<file path="config.mk">
export PLATFORM = sky130hd
export DESIGN_NAME = ch0re_mem_arbiter
export DESIGN_NICKNAME = d
export VERILOG_FILES = /design/src/rtl/ch0re_mem_arbiter_pkg.sv /design/src/rtl/ch0re_resp_pipe.sv /design/src/rtl/ch0re_mem_arbiter.sv
export SDC_FILE = /design/constraint.sdc
export NUM_CORES = 1
export LEC_CHECK = 0
export CORE_AREA = 2 2 189 191
export CTS_CLUSTER_SIZE = 10
export DETAILED_ROUTE_END_ITERATION = 16
export DIE_AREA = 0 0 191 193
export PLACE_DENSITY = 0.48
export RECOVER_POWER = 100
export SYNTH_ARGS = -nofsm -noshare
export SYNTH_HDL_FRONTEND = slang
export SYNTH_SLANG_ARGS = --single-unit
</file>
<file path="constraint.sdc">
create_clock -name clk -period 4.32 [get_ports clk]
set_input_delay 0.864 -clock clk [delete_from_list [all_inputs] [get_ports clk]]
set_output_delay 0.864 -clock clk [all_outputs]
set_load 0.02 [all_outputs]
</file>
<file path="src/rtl/ch0re_mem_arbiter_pkg.sv">
`default_nettype none
// ============================================================================
// Module      : ch0re_mem_arbiter_pkg
// Description : Shared types for the ch0re memory arbiter: the owner enum,
//               the response tag carried through the read-latency pipe, and
//               a helper that drops fetch tags on a flush.
// Revision    : 1.0 - initial release
// ============================================================================
package ch0re_mem_arbiter_pkg;

    typedef enum logic {
        OWNER_IF = 1'b0,
        OWNER_LS = 1'b1
    } mem_owner_e;

    typedef struct packed {
        logic       valid;
        mem_owner_e owner;
        logic       addr2;
    } resp_tag_t;

    localparam resp_tag_t c_TAG_IDLE = '{valid: 1'b0, owner: OWNER_IF, addr2: 1'b0};

    // A flush kills only fetch entries; load/store entries pass untouched.
    function automatic resp_tag_t flush_kill(input resp_tag_t tag, input logic flush);
        resp_tag_t r;
        r = tag;
        if (flush && (tag.owner == OWNER_IF)) begin
            r.valid = 1'b0;
        end
        return r;
    endfunction

endpackage
`default_nettype wire

</file>
<file path="src/rtl/ch0re_resp_pipe.sv">
`default_nettype none
// ============================================================================
// Module      : ch0re_resp_pipe
// Description : MEM_LAT-deep shift register of read tags that lines up each
//               read grant with the memory data returning MEM_LAT cycles
//               later. Fetch entries are killed while i_flush is high.
// Revision    : 1.0 - initial release
// ============================================================================
module ch0re_resp_pipe
    import ch0re_mem_arbiter_pkg::*;
#(
    parameter int MEM_LAT = 1
)(
    input  logic      clk,
    input  logic      rst,
    input  logic      i_flush,
    input  resp_tag_t i_tag,
    output resp_tag_t o_tag
);

    // w_chain[0] is the tag being granted now, w_chain[k] is the tag granted k cycles ago
    resp_tag_t w_chain [MEM_LAT+1];

    assign w_chain[0] = i_tag;

    for (genvar g = 0; g < MEM_LAT; g++) begin : g_stage
        resp_tag_t r_tag;

        // Advance one stage per cycle, dropping fetch entries during a flush
        always_ff @(posedge clk or posedge rst) begin
            if (rst) begin
                r_tag <= c_TAG_IDLE;
            end else begin
                r_tag <= flush_kill(w_chain[g], i_flush);
            end
        end

        assign w_chain[g+1] = r_tag;
    end

    // The exiting entry is also masked so a flush silences the fetch response that same cycle
    assign o_tag = flush_kill(w_chain[MEM_LAT], i_flush);

endmodule
`default_nettype wire

</file>
<file path="src/rtl/ch0re_mem_arbiter.sv">
`default_nettype none
// ============================================================================
// Module      : ch0re_mem_arbiter
// Description : Two-requester (fetch / load-store) arbiter in front of a
//               single-port doubleword memory. Combinational grants with
//               last-grant alternation, in-order read response tagging,
//               fetch flush, and a saturating stall counter.
// Revision    : 1.0 - initial release
// ============================================================================
module ch0re_mem_arbiter
    import ch0re_mem_arbiter_pkg::*;
#(
    parameter int ADDR_WIDTH = 12,
    parameter int MEM_LAT    = 1
)(
    input  logic                  clk,
    input  logic                  rst,
    input  logic                  i_if_req,
    input  logic [63:0]           i_if_addr,
    input  logic                  i_if_flush,
    output logic                  o_if_gnt,
    output logic                  o_if_rvalid,
    output logic [31:0]           o_if_rdata,
    input  logic                  i_ls_req,
    input  logic [63:0]           i_ls_addr,
    input  logic [7:0]            i_ls_wen,
    input  logic [63:0]           i_ls_wdata,
    output logic                  o_ls_gnt,
    output logic                  o_ls_rvalid,
    output logic [63:0]           o_ls_rdata,
    output logic                  o_mem_en,
    output logic [ADDR_WIDTH-1:0] o_mem_addr,
    output logic [7:0]            o_mem_wen,
    output logic [63:0]           o_mem_wdata,
    input  logic [63:0]           i_mem_rdata,
    output logic [31:0]           o_stall_cnt
);

    mem_owner_e  r_lg;
    logic [31:0] r_stall_cnt;
    logic        w_if_cand;
    logic        w_ls_cand;
    logic        w_if_gnt;
    logic        w_ls_gnt;
    logic        w_stall;
    resp_tag_t   w_tag_in;
    resp_tag_t   w_tag_out;

    // Byte-offset bits and bits above the memory range are dropped by design
    logic w_unused_addr_bits;
    assign w_unused_addr_bits = &{1'b0, i_if_addr[63:ADDR_WIDTH+3], i_if_addr[1:0],
                                  i_ls_addr[63:ADDR_WIDTH+3], i_ls_addr[1:0]};

    // A flushing fetch side competes as if idle; nothing is granted in reset
    assign w_if_cand = i_if_req && !i_if_flush && !rst;
    assign w_ls_cand = i_ls_req && !rst;
    assign w_ls_gnt  = w_ls_cand && (!w_if_cand || (r_lg == OWNER_IF));
    assign w_if_gnt  = w_if_cand && !w_ls_gnt;
    assign o_if_gnt  = w_if_gnt;
    assign o_ls_gnt  = w_ls_gnt;

    // Steer the winner onto the memory port and build its response tag
    always_comb begin
        o_mem_en    = 1'b0;
        o_mem_addr  = '0;
        o_mem_wen   = 8'h00;
        o_mem_wdata = 64'h0;
        w_tag_in    = c_TAG_IDLE;
        if (w_ls_gnt) begin
            o_mem_en    = 1'b1;
            o_mem_addr  = i_ls_addr[ADDR_WIDTH+2:3];
            o_mem_wen   = i_ls_wen;
            o_mem_wdata = i_ls_wdata;
            w_tag_in    = '{valid: (i_ls_wen == 8'h00), owner: OWNER_LS, addr2: i_ls_addr[2]};
        end else if (w_if_gnt) begin
            o_mem_en    = 1'b1;
            o_mem_addr  = i_if_addr[ADDR_WIDTH+2:3];
            w_tag_in    = '{valid: 1'b1, owner: OWNER_IF, addr2: i_if_addr[2]};
        end
    end

    // Remember the last winner so that contention alternates between requesters
    always_ff @(posedge clk or posedge rst) begin
        if (rst) begin
            r_lg <= OWNER_IF;
        end else if (w_if_gnt) begin
            r_lg <= OWNER_IF;
        end else if (w_ls_gnt) begin
            r_lg <= OWNER_LS;
        end
    end

    // Count cycles where some asserted request went unserved, holding at all-ones
    assign w_stall = (i_if_req && !w_if_gnt) || (i_ls_req && !w_ls_gnt);

    always_ff @(posedge clk or posedge rst) begin
        if (rst) begin
            r_stall_cnt <= 32'h0;
        end else if (w_stall && (r_stall_cnt != 32'hFFFF_FFFF)) begin
            r_stall_cnt <= r_stall_cnt + 32'd1;
        end
    end

    assign o_stall_cnt = r_stall_cnt;

    ch0re_resp_pipe #(
        .MEM_LAT (MEM_LAT)
    ) u_resp_pipe (
        .clk     (clk),
        .rst     (rst),
        .i_flush (i_if_flush),
        .i_tag   (w_tag_in),
        .o_tag   (w_tag_out)
    );

    // Route returning memory data to the owner recorded in the tag
    assign o_if_rvalid = w_tag_out.valid && (w_tag_out.owner == OWNER_IF);
    assign o_ls_rvalid = w_tag_out.valid && (w_tag_out.owner == OWNER_LS);
    assign o_ls_rdata  = rst ? 64'h0 : i_mem_rdata;
    assign o_if_rdata  = rst ? 32'h0 : (w_tag_out.addr2 ? i_mem_rdata[63:32] : i_mem_rdata[31:0]);

endmodule
`default_nettype wire
</file>
After elaboration in Yosys (flattened, before gate mapping)
Index checks and enable logic that the tools add are counted.
Operators by class
  add/sub/neg operators: 1
  multiply operators: 0
  div/mod/pow operators: 0
  magnitude comparators: 0
  eq/ne operators: 1
  shift-type cells: 0
  mux-type cells: 15
  bitwise gates (word level): 3
  reduce and logical (&&, ||, !) cells: 21
Operator list (number)
  $mux W64: 2
  $mux W32: 2
  $add A32 B1 Y32 const B: 1
  $ne A32 B32 Y1 const B: 1
  $mux W12: 2
  $logic_and A1 B1 Y1: 12
  $logic_not A8 Y1: 1
  $mux W8: 1
  $mux W1: 6
  $mux W3: 2
  $logic_not A1 Y1: 5
  $not A1 Y1: 3
  $logic_or A1 B1 Y1: 2
  $reduce_bool A2 Y1: 1
Word-level totals
  flip-flop bits (word level): 36
  latch bits: 0
  memory bits (writable): 0
  ROM bits: 0
  input port bits: 269
  output and inout port bits: 217
  word-level logic and storage cells: 46
  memories kept: 0

Depth between registers and ports, before layout
Gate-level depths: netlist of the first run.
  depth after elaboration: 13
  gate-level depth with buffers: 7
  mapped depth without buffers: 6

Modules after synthesis
A second synthesis of the first run with hierarchy kept.
Second synthesis, totals
  cell total of the unflattened synthesis: 402
  area, all modules: 3352.0 µm²
Modules (own cells, without submodules)
  ch0re_mem_arbiter: instances 1, cells an instance 392, area each 3235.6 µm², seq. area each 825.8 µm²
  ch0re_resp_pipe: instances 1, cells an instance 10, area each 116.4 µm², seq. area each 75.1 µm²

Worst setup path after synthesis of the first run
Ideal clock, no wire load.
  kind: input -> output
  start: in rst
  end: out o_mem_addr[10]
  data arrival time: 3093 ps
  data required time: 3456 ps
  setup slack: 363 ps
  stages on the path: 7
  buffers on the path: 3
  cells stage by stage: clkbuf_1 inv_1 nand2_1 a21oi_1 clkbuf_1 clkbuf_1 a22o_1
On the way
  longest elaborated chain between the ends: 9
  elaborated cells on any way between the ends: 10
  classes of those cells: 2 x mux; 8 x reduce/logical
RTL lines
  from (decl): line ch0re_mem_arbiter.sv:17  | input logic rst,
  $logic_not A1 Y1 (no line) (*)
  $logic_and A1 B1 Y1: line ch0re_mem_arbiter.sv:55  | assign w_if_cand = i_if_req && !i_if_flush && !rst;
  $logic_not A1 Y1: line ch0re_mem_arbiter.sv:57  | assign w_ls_gnt = w_ls_cand && (!w_if_cand || (r_lg == OWNER_IF));
  $logic_or A1 B1 Y1: line ch0re_mem_arbiter.sv:57
  $logic_and A1 B1 Y1: line ch0re_mem_arbiter.sv:57
  $logic_not A1 Y1: line ch0re_mem_arbiter.sv:58  | assign w_if_gnt = w_if_cand && !w_ls_gnt;
  $logic_and A1 B1 Y1: line ch0re_mem_arbiter.sv:58
  $mux W12: line ch0re_mem_arbiter.sv:75  | end else if (w_if_gnt) begin
  $mux W12 (*): line ch0re_mem_arbiter.sv:69  | if (w_ls_gnt) begin
  to (decl): line ch0re_mem_arbiter.sv:32  | output logic [ADDR_WIDTH-1:0] o_mem_addr,
Mark *: on every way between the ends. The rest lies on a longest branch, timed or not.

Worst setup path in the final report of the first run
  start: in i_if_req
  end: out o_mem_addr[4]
On the way
  longest elaborated chain between the ends: 9
RTL lines
  from (decl): line ch0re_mem_arbiter.sv:18  | input logic i_if_req,
  $logic_and A1 B1 Y1 (*) (2 in series): line ch0re_mem_arbiter.sv:55
  $logic_not A1 Y1: line ch0re_mem_arbiter.sv:57
  $logic_or A1 B1 Y1: line ch0re_mem_arbiter.sv:57
  $logic_and A1 B1 Y1: line ch0re_mem_arbiter.sv:57
  $logic_not A1 Y1: line ch0re_mem_arbiter.sv:58
  $logic_and A1 B1 Y1: line ch0re_mem_arbiter.sv:58
  $mux W12: line ch0re_mem_arbiter.sv:75
  $mux W12 (*): line ch0re_mem_arbiter.sv:69
Marks and branches as above.

==> impl_metrics.tcl, run 1 <==
set metrics [dict create \
    status "complete, but fails checks" \
    violations "max-capacitance violations, max-slew violations" \
    synthMuxAreaShare_pct 10.3 \
    start_util_pct 9.21 \
    dp_slack_ps 288 \
    critical_path_arrival_ps 3190 \
    cts_tree "yes" \
    final-max-slew-violation-count 38 \
    cp.required_ps 3460 \
    finalSetupViolCount 0 \
    antenna_found_initial 2 \
    yosys_warnings 0 \
    worstHoldPathType "flop to flop" \
    postLayoutSetupSlackWorst_ps 269 \
    synth_compound_area_share_pct 5.75 \
    synth_cells 399 \
    vias 4172 \
    post_cts_resized 0 \
    finalHoldViolations 0 \
    post-route-min-period_ps 4050 \
    yosysUniqueCellTypes 31 \
    insertion_delay_ps 280 \
    synth_xor_area_share_pct 8.16 \
    r2r_slack_ps 1500 \
    die_w_um 191 \
    seqCellArea_um2 902 \
    hold_path_startpoint "o_stall_cnt[31]" \
    slew-limit-headroom_pct -39.6 \
    clock_sinks 36 \
    worstMarginPinSlew_ps 2090 \
    fin_setup_tns_ps 0 \
    drt-total-wl_mm 16.2 \
    pin_count 486 \
    peakVddDrop_uv 105 \
    synth_nets 669 \
    synth-edff-count 0 \
    cts_buffers 5 \
    fin_nets 1039 \
    drtIter0Drc 110 \
    vias_per_cell 3.39 \
    synth_area_per_cell_um2 8.07 \
    ys_top_cells_by_area "dfrtp_1, and2_1, nor2b_1" \
    reg2reg_from "o_stall_cnt[0]" \
    rsz0062_at_grt "no" \
    die_h_um 193 \
    synth_adder_area_share_pct 0.389 \
    drv_cap 1 \
    async_reset_ff_share_pct 100 \
    multi_input_area_um2 2200 \
    synth_top_family_by_area "simple AND/OR/NAND/NOR gates" \
    power_mw 1.55 \
    synth-simple-area-share_pct 43.8 \
    yosys-top-cells-count "and2_1, nor2b_1, nor2_1, dfrtp_1, mux2i_1" \
    synth_top_area_share_pct 28.0 \
    cts_buffer_depth 2 \
    wl_per_cell_um 13.2 \
    drcViolationCount 0 \
    ys_seq_area_share_pct 28.0 \
    grt_pass1_wl_mm 22.4 \
    max_freq_mhz 247 \
    place_hpwl_mm 13.5 \
    end_kind "primary output" \
    grt_pass1_vias 3998 \
    leakagePower_nw 3.37 \
    path_clk_slew_ps 60 \
    root_buffer "clkbuf_16" \
    grt_max_degree 98 \
    powerDensity_nw_per_um2 200 \
    coreArea_um2 35000 \
    drive_above_1_share_pct 2.21 \
    ys_ff_latch 36 \
    startpoint "i_if_req" \
    critPathLaunchType "input port" \
    gp_congestion 0.711 \
    first_pass_iters 4 \
    grt-ovfl-total 0 \
    hold_slack_ps 494 \
    cts_hold_buf 0 \
    synthesis.area_um2 3220 \
    grt_usage_pct 7.73 \
    postCtsSetupRepairBufs 0 \
    synth_top_area_cell "dfrtp_1" \
    io_buffers 383 \
    area_growth_pct 141 \
    drt.antenna.violating_nets 0 \
    fin_crit_sh_pct 93.8 \
    fp.dieArea_um2 36900 \
    cp_max_fo 14 \
    num_rows 69 \
    h-tree-depth 2 \
    fillCellCount 3877 \
    finClkSkew_ps 4.75 \
    synth_ff_type "dfrtp_1" \
    synth_most_common_cell "and2_1" \
    path_class "input port to primary output" \
]
-- layer usage --
metal	vias to the layer above	GRT usage, %	wire, µm
li1	2071	-	-
met1	1864	9.32	6640
met2	230	13.7	7850
met3	7	2.44	1670
met4	0	1.19	88
met5	-	0	0
-- cell usage in the layout (no fill, tap or decap), types with 2 or more instances in the layout --
cell               n
or3_1              4
a22o_1            13
xor2_1            14
nor3_1             7
buf_4              2
a21oi_1            3
nor4_1             4
buf_12             2
and2_1            74
clkbuf_16          5
xnor2_1           16
inv_1              3
nand3_1           10
nor2_1            47
and3_1             5
nand4_1           10
and4_1             7
mux2i_1           32
nor2b_1           65
dfrtp_1           35
dlygate4sd3_1    206
nand2_1           12
clkdlybuf4s50_1  176
clkbuf_1           3
-- final timing paths --
path                                   endpoint  cells past startpoint
setup / recovery                  o_mem_addr[4]                      7
hold / removal                  o_stall_cnt[31]                      1
setup reg to reg                o_stall_cnt[16]                      6
hold reg to reg                 o_stall_cnt[31]                      1
max in group asynchronous  u_resp_pipe.o_tag[0]                      3
min in group asynchronous                  r_lg                      3
-- metrics by stage --
stage | cell area, µm² | instances | utilization (%)
after floorplan | 3220 | 399 | -
after global placement | 7620 | 1223 | 21.8
after detailed placement | 7620 | 1223 | 21.8
after CTS | 7780 | 1231 | 22.3
after global routing | 7740 | 1231 | 22.1
final | 7750 | 1232 | 22.2
-- sequential cells by signal (all words and copies together) (netlist names) --
| signal | flops |
|---|---|
| o_stall_cnt | 32 |
| r_lg | 1 |
| u_resp_pipe.g_stage.r_tag | 1 |
| u_resp_pipe.o_tag | 2 |
-- worst max-delay path: stages --
cell	delay, ps
dlygate4sd3_1	560
nor2b_1	310
o21ai_0	140
nor2_1	330
buf_12	200
a22o_1	150
clkdlybuf4s50_1	620
-- where the power goes --
part           leakage [nW]  switching, mW  internal (mW)
combinational          2.81          0.328          0.380
sequential            0.479         0.0561          0.373
clock                0.0808          0.141          0.271
-- final cells by class --
class / instances / area share, %
antenna: 1 / 0.0323
clock buffer: 6 / 1.66
clock inverter: 2 / 0.452
inverter: 3 / 0.145
multi-input combinational: 334 / 28.3
sequential: 36 / 11.6
tap: 461 / 7.45
timing repair buffer: 389 / 50.3
-- cells by family after synthesis --
group | count (synthesis)
buffers and inverters | 29
adders and majority gates | 1
AOI/OAI and AO/OA | 22
muxes | 33
and+or+nand+nor | 248
DFF | 36
xor gates and xnor gates | 30
Note: power is estimated with default switching activity, not from simulation.
==> run 2: changes to the inputs <==
CELL_PAD_IN_SITES_DETAIL_PLACEMENT = 1   (was unset)
CELL_PAD_IN_SITES_GLOBAL_PLACEMENT = 1   (was unset)
CORE_AREA = 2 2 190 192   (was 2 2 189 191)
DIE_AREA = 0 0 192 194   (was 0 0 191 193)
PLACE_DENSITY = 0.67   (was 0.48)
==> run 2 against run 1 <==
Effect of this change:
- the flow still finishes with violations (max-capacitance violations, max-slew violations)
- via count increased by 4.0%
- utilization fell by 0.078 points
- setup slack improved by 29 ps
- non-clock buffer count grew 5
- worst hold slack better by 4.1 ps
- clock skew is 3.9 ps higher
- flip-flop and latch count unchanged
- combinational power grew 2%
- maximum frequency is 0.72% higher
- power decreased by 0.13%
- clock power fell by 4.9%
- die area rose by 1.0%
- largest power group unchanged
==> impl_metrics.tcl, run 2 (synthesized netlist as in run 1, its figures left out) <==
set metrics [dict create \
    status "complete, but fails checks" \
    violations "max-capacitance violations, max-slew violations" \
    place_hpwl_mm 15.7 \
    fin_nets 1044 \
    path_class "input port to primary output" \
    final-max-slew-violation-count 38 \
    grt_pass1_wl_mm 26.7 \
    path_clk_slew_ps 60 \
    clock_sinks 36 \
    finalHoldViolations 0 \
    worstMarginPinSlew_ps 2100 \
    fin_crit_sh_pct 93.1 \
    grt-ovfl-total 0 \
    drt.antenna.violating_nets 0 \
    critPathLaunchType "input port" \
    area_growth_pct 142 \
    root_buffer "clkbuf_16" \
    cts_hold_buf 0 \
    largest_reg_flops 32 \
    pin_count 486 \
    hold_path_startpoint "o_stall_cnt[31]" \
    cts_buffer_depth 2 \
    drtIter0Drc 92 \
    postLayoutCellArea_um2 7780 \
    vias_per_cell 3.51 \
    grt_max_degree 58 \
    drcViolationCount 0 \
    slew-limit-headroom_pct -39.9 \
    fin_setup_tns_ps 0 \
    io_buffers 383 \
    insertion_delay_ps 280 \
    post_cts_resized 0 \
    end_kind "primary output" \
    drt-total-wl_mm 18.4 \
    rsz0062_at_grt "no" \
    die_w_um 192 \
    first_pass_iters 4 \
    finalSetupViolCount 0 \
    grt_pass1_vias 4503 \
    grt_usage_pct 9.22 \
    num_rows 69 \
    fp.dieArea_um2 37200 \
    reg2reg_from "o_stall_cnt[0]" \
    cts_tree "yes" \
    vias 4340 \
    peakVddDrop_uv 123 \
    wl_per_cell_um 14.9 \
    hold_end "o_stall_cnt[31]" \
    powerDensity_nw_per_um2 199 \
    start_util_pct 9.14 \
    r2r_slack_ps 1390 \
    h-tree-depth 2 \
    gp_congestion 0.853 \
    cts_buffers 5 \
    reg2regPathDepth 6 \
    final_cell_mix "dlygate4sd3_1, clkdlybuf4s50_1, and2_1" \
    leakagePower_nw 3.41 \
    antenna_cells 0 \
    post-route-min-period_ps 4020 \
    die_h_um 194 \
    hold_depth 1 \
    placed_cell_area_um2 7650 \
    postCtsSetupRepairBufs 0 \
    cp.required_ps 3460 \
    antenna_found_initial 2 \
    finClkSkew_ps 8.68 \
    worstHoldPathType "flop to flop" \
    r2r-end "o_stall_cnt[22]" \
    critical_path_arrival_ps 3160 \
    drv_cap 1 \
    fillCellCount 4174 \
    cp_max_fo 44 \
    coreArea_um2 35200 \
    drive_above_1_share_pct 2.84 \
    max_freq_mhz 249 \
    final_common_cell "dlygate4sd3_1" \
]
run 2: final cells by class:
cell class	count	area, µm²	share of cell area [%]
clock buffers	8	156	2.01
inverters	3	11.3	0.145
multi-input cells	334	2200	28.3
flip-flops and latches	36	902	11.6
well taps	461	577	7.42
repair buffers	394	3930	50.6
run 2: worst max-delay path, cell delays in order:
cell	delay, ps
dlygate4sd3_1	620
nor2b_1	270
clkbuf_1	210
a21oi_4	100
buf_12	180
a22o_1	230
dlygate4sd3_1	660
run 2: layer usage:
layer / part of all wire, % / track usage, % / up-vias / wire, µm
met5: 0.038 / 0 / - / 7
met4: 0.71 / 1.50 / 2 / 130
met3: 11 / 2.91 / 10 / 2020
met2: 51 / 17.4 / 239 / 9340
met1: 38 / 10.1 / 2014 / 6920
li1: - / - / 2075 / -
run 2: worst max path at each step:
| stage | start | cells after the start | end |
|---|---|---|---|
| 6_report | i_if_flush | 7 | o_mem_addr[2] |
| 5_1_grt | i_if_flush | 7 | o_mem_addr[3] |
| 4_1_cts | i_if_flush | 7 | o_mem_addr[8] |
| 3_5_place_dp | i_if_flush | 7 | o_mem_addr[8] |
| 3_3_place_gp | i_if_flush | 7 | o_mem_addr[8] |
| 2_1_floorplan | rst | 7 | o_mem_addr[10] |
run 2: power breakdown:
group / internal (mW) / leakage (nW) / switching (mW) / total [mW]
sequential: 0.373 / 0.479 / 0.0577 / 0.431
combinational: 0.382 / 2.85 / 0.342 / 0.724
clock: 0.246 / 0.0772 / 0.146 / 0.392
run 2: stage by stage:
step                total power [mW]  std cells  setup slack [ps]  hold slack, ps  utilization, %
finish                          1.55       1236               298             498            22.1
global route                    1.64       1236               157             528            22.1
CTS                             1.64       1236               335             513            22.2
detailed placement              1.22       1228               350             501            21.7
global placement                1.22       1228               341             499            21.7
floorplan                      0.751        399               363             479               -
==> patch (settings of run 2) <==
Make the reset (`rst`) synchronous in 3 clocked blocks.
--- a/src/rtl/ch0re_resp_pipe.sv
+++ b/src/rtl/ch0re_resp_pipe.sv
@@ -27,7 +27,7 @@
         resp_tag_t r_tag;
 
         // Advance one stage per cycle, dropping fetch entries during a flush
-        always_ff @(posedge clk or posedge rst) begin
+        always_ff @(posedge clk) begin
             if (rst) begin
                 r_tag <= c_TAG_IDLE;
             end else begin
--- a/src/rtl/ch0re_mem_arbiter.sv
+++ b/src/rtl/ch0re_mem_arbiter.sv
@@ -80,7 +80,7 @@
     end
 
     // Remember the last winner so that contention alternates between requesters
-    always_ff @(posedge clk or posedge rst) begin
+    always_ff @(posedge clk) begin
         if (rst) begin
             r_lg <= OWNER_IF;
         end else if (w_if_gnt) begin
@@ -93,7 +93,7 @@
     // Count cycles where some asserted request went unserved, holding at all-ones
     assign w_stall = (i_if_req && !w_if_gnt) || (i_ls_req && !w_ls_gnt);
 
-    always_ff @(posedge clk or posedge rst) begin
+    always_ff @(posedge clk) begin
         if (rst) begin
             r_stall_cnt <= 32'h0;
         end else if (w_stall && (r_stall_cnt != 32'hFFFF_FFFF)) begin
Behaviour: differs if rst is asserted again (counterexample within 4 cycles, from zero or initial values and one cycle with rst high); with rst held inactive, the same outputs for 4 cycles.
==> patch against run 2 <==
  * The run still ends with max-capacitance violations, max-slew violations left
  * Area after synthesis grew 0.93%
  * Design area up 1.9%
  * Non-clock buffer count unchanged
  * Sequential cell count is the same
  * Power decreased by 9.5%
  * First-iteration DRC count grew 61%
  * Worst setup slack got worse by 0.10 ns
  * Critical path depth is 2 higher
  * Fmax shrank 2.5%
  * Wire length up 55%
  * Critical endpoint is now o_if_gnt
  * Largest power group unchanged
==> patch: results (changes against run 2) <==
worst setup path end o_if_gnt (was o_mem_addr[2]); Critical path origin i_if_req (was i_if_flush); r2r setup slk 1.15 ns (was 1.39 ns); Routed WL 28,600 µm (was 18,400 µm); reg2reg start o_stall_cnt[10]$_SDFFE_PP0P_ (was o_stall_cnt[0]$_DFFE_PP0P_); crit-path max FO 30 (was 44); post-synthesis cell type count 34 (was 31); register area share after synthesis 0.222 (was 0.280); top_reg_cell synth dfxtp_1 (was dfrtp_1); syn nets 719 (was 669); reg-to-reg endpoint o_stall_cnt[4]$_SDFFE_PP0P_ (was o_stall_cnt[22]$_DFFE_PP0P_); Max Cap Viol 1 (unchanged); Post-synth top cells 74 x and2_1, 65 x nor2b_1, 44 x nor2_1 (was 74 x and2_1, 65 x nor2b_1, 47 x nor2_1); worst vdd ir 0.111 mV (was 0.123 mV); failing checks max-capacitance violations, max-slew violations (unchanged); Hold Startpoint r_lg$_SDFFE_PP0P_ (was o_stall_cnt[31]$_DFFE_PP0P_); fin nets 1,087 (was 1,044); Final Max Tran Viols 33 (was 38); initial antenna violation count 2 (unchanged); filler instances 4,233 (was 4,174); Hold Crit Endpoint r_lg$_SDFFE_PP0P_ (was o_stall_cnt[31]$_DFFE_PP0P_); Hold Crit Depth 2 (was 1); total routing usage reported by global routing 0.150 (was 0.0922); Post-DP Area 0.00788 mm² (was 0.00765 mm²); largest net degree at the start of global routing 62 (was 58); outcome finished, violations left (unchanged); P_leak 3.05 nW (was 3.41 nW); first-pass GRT wire length 39,200 µm (was 26,700 µm); HPWL after DPL 25,800 µm (was 15,700 µm); ratio of cells with drive above 1 in the final layout 0.0746 (was 0.0284); Cells after Synth 449 (was 399); slew margin rel. -0.345 (was -0.399); Final Hold Slack 0.507 ns (was 0.498 ns); Vias 4,852 (was 4,340); leading post-synthesis cells by cell area dfxtp_1 22%, and2_1 14%, nor2b_1 13%, mux2i_1 10%, nor2_1 5.1% (was dfrtp_1 28%, and2_1 14%, nor2b_1 13%, mux2i_1 9.9%, nor2_1 5.5%)
==> patch: changes by cell type after synthesis, moves of 11 or more <==
cell,change
a21oi_1,+25
dfrtp_1,-36
dfxtp_1,+36
o31ai_1,+11
or3_1,+14
or4_1,+11
xnor2_1,-16
xor2_1,-11
==> patch: logic make-up after synthesis <==
kind of cell,after synthesis,synth area share
compound gates,74,0.145
xor+xnor,3,0.00809
fa+ha+maj,1,0.00385
buf+inv,38,0.0504
flops,36,0.222
mux,33,0.102
simple gates,264,0.469
==> patch: area by class of cell <==
| cell class | count | area [µm²] | share of cell area |
|---|---|---|---|
| tap | 461 | 577 | 0.0728 |
| clock inverter | 1 | 7.51 | 0.000948 |
| sequential | 36 | 721 | 0.0910 |
| multi-input combinational | 375 | 2360 | 0.298 |
| timing repair buffer | 394 | 4100 | 0.517 |
| clock buffer | 7 | 143 | 0.0180 |
| inverter | 5 | 18.8 | 0.00237 |
==> patch: per-layer routing <==
metal	wire (µm)	track usage
met5	0	0
met4	532	0.0311
met3	4380	0.0961
met2	11400	0.215
met1	12300	0.187
==> patch: report_power, final <==
part / switching, mW / internal (mW) / total, mW / leakage (nW)
logic: 0.321 / 0.332 / 0.653 / 2.69
registers: 0.0152 / 0.337 / 0.352 / 0.291
clock network: 0.165 / 0.231 / 0.396 / 0.0701
==> patch: per-stage QoR <==
stage               utilization  worst slack (ns)
finish                    0.225             0.195
global route              0.225            0.0682
CTS                       0.228             0.221
detailed placement        0.224             0.225
floorplan                     -              1.03
global placement          0.224             0.254
==> patch: critical path: cells and delay by family <==
| family | cells | cell delay, ns |
|---|---|---|
| buffers and inverters | 5 | 1.67 |
| AND/OR/NAND/NOR | 4 | 0.71 |
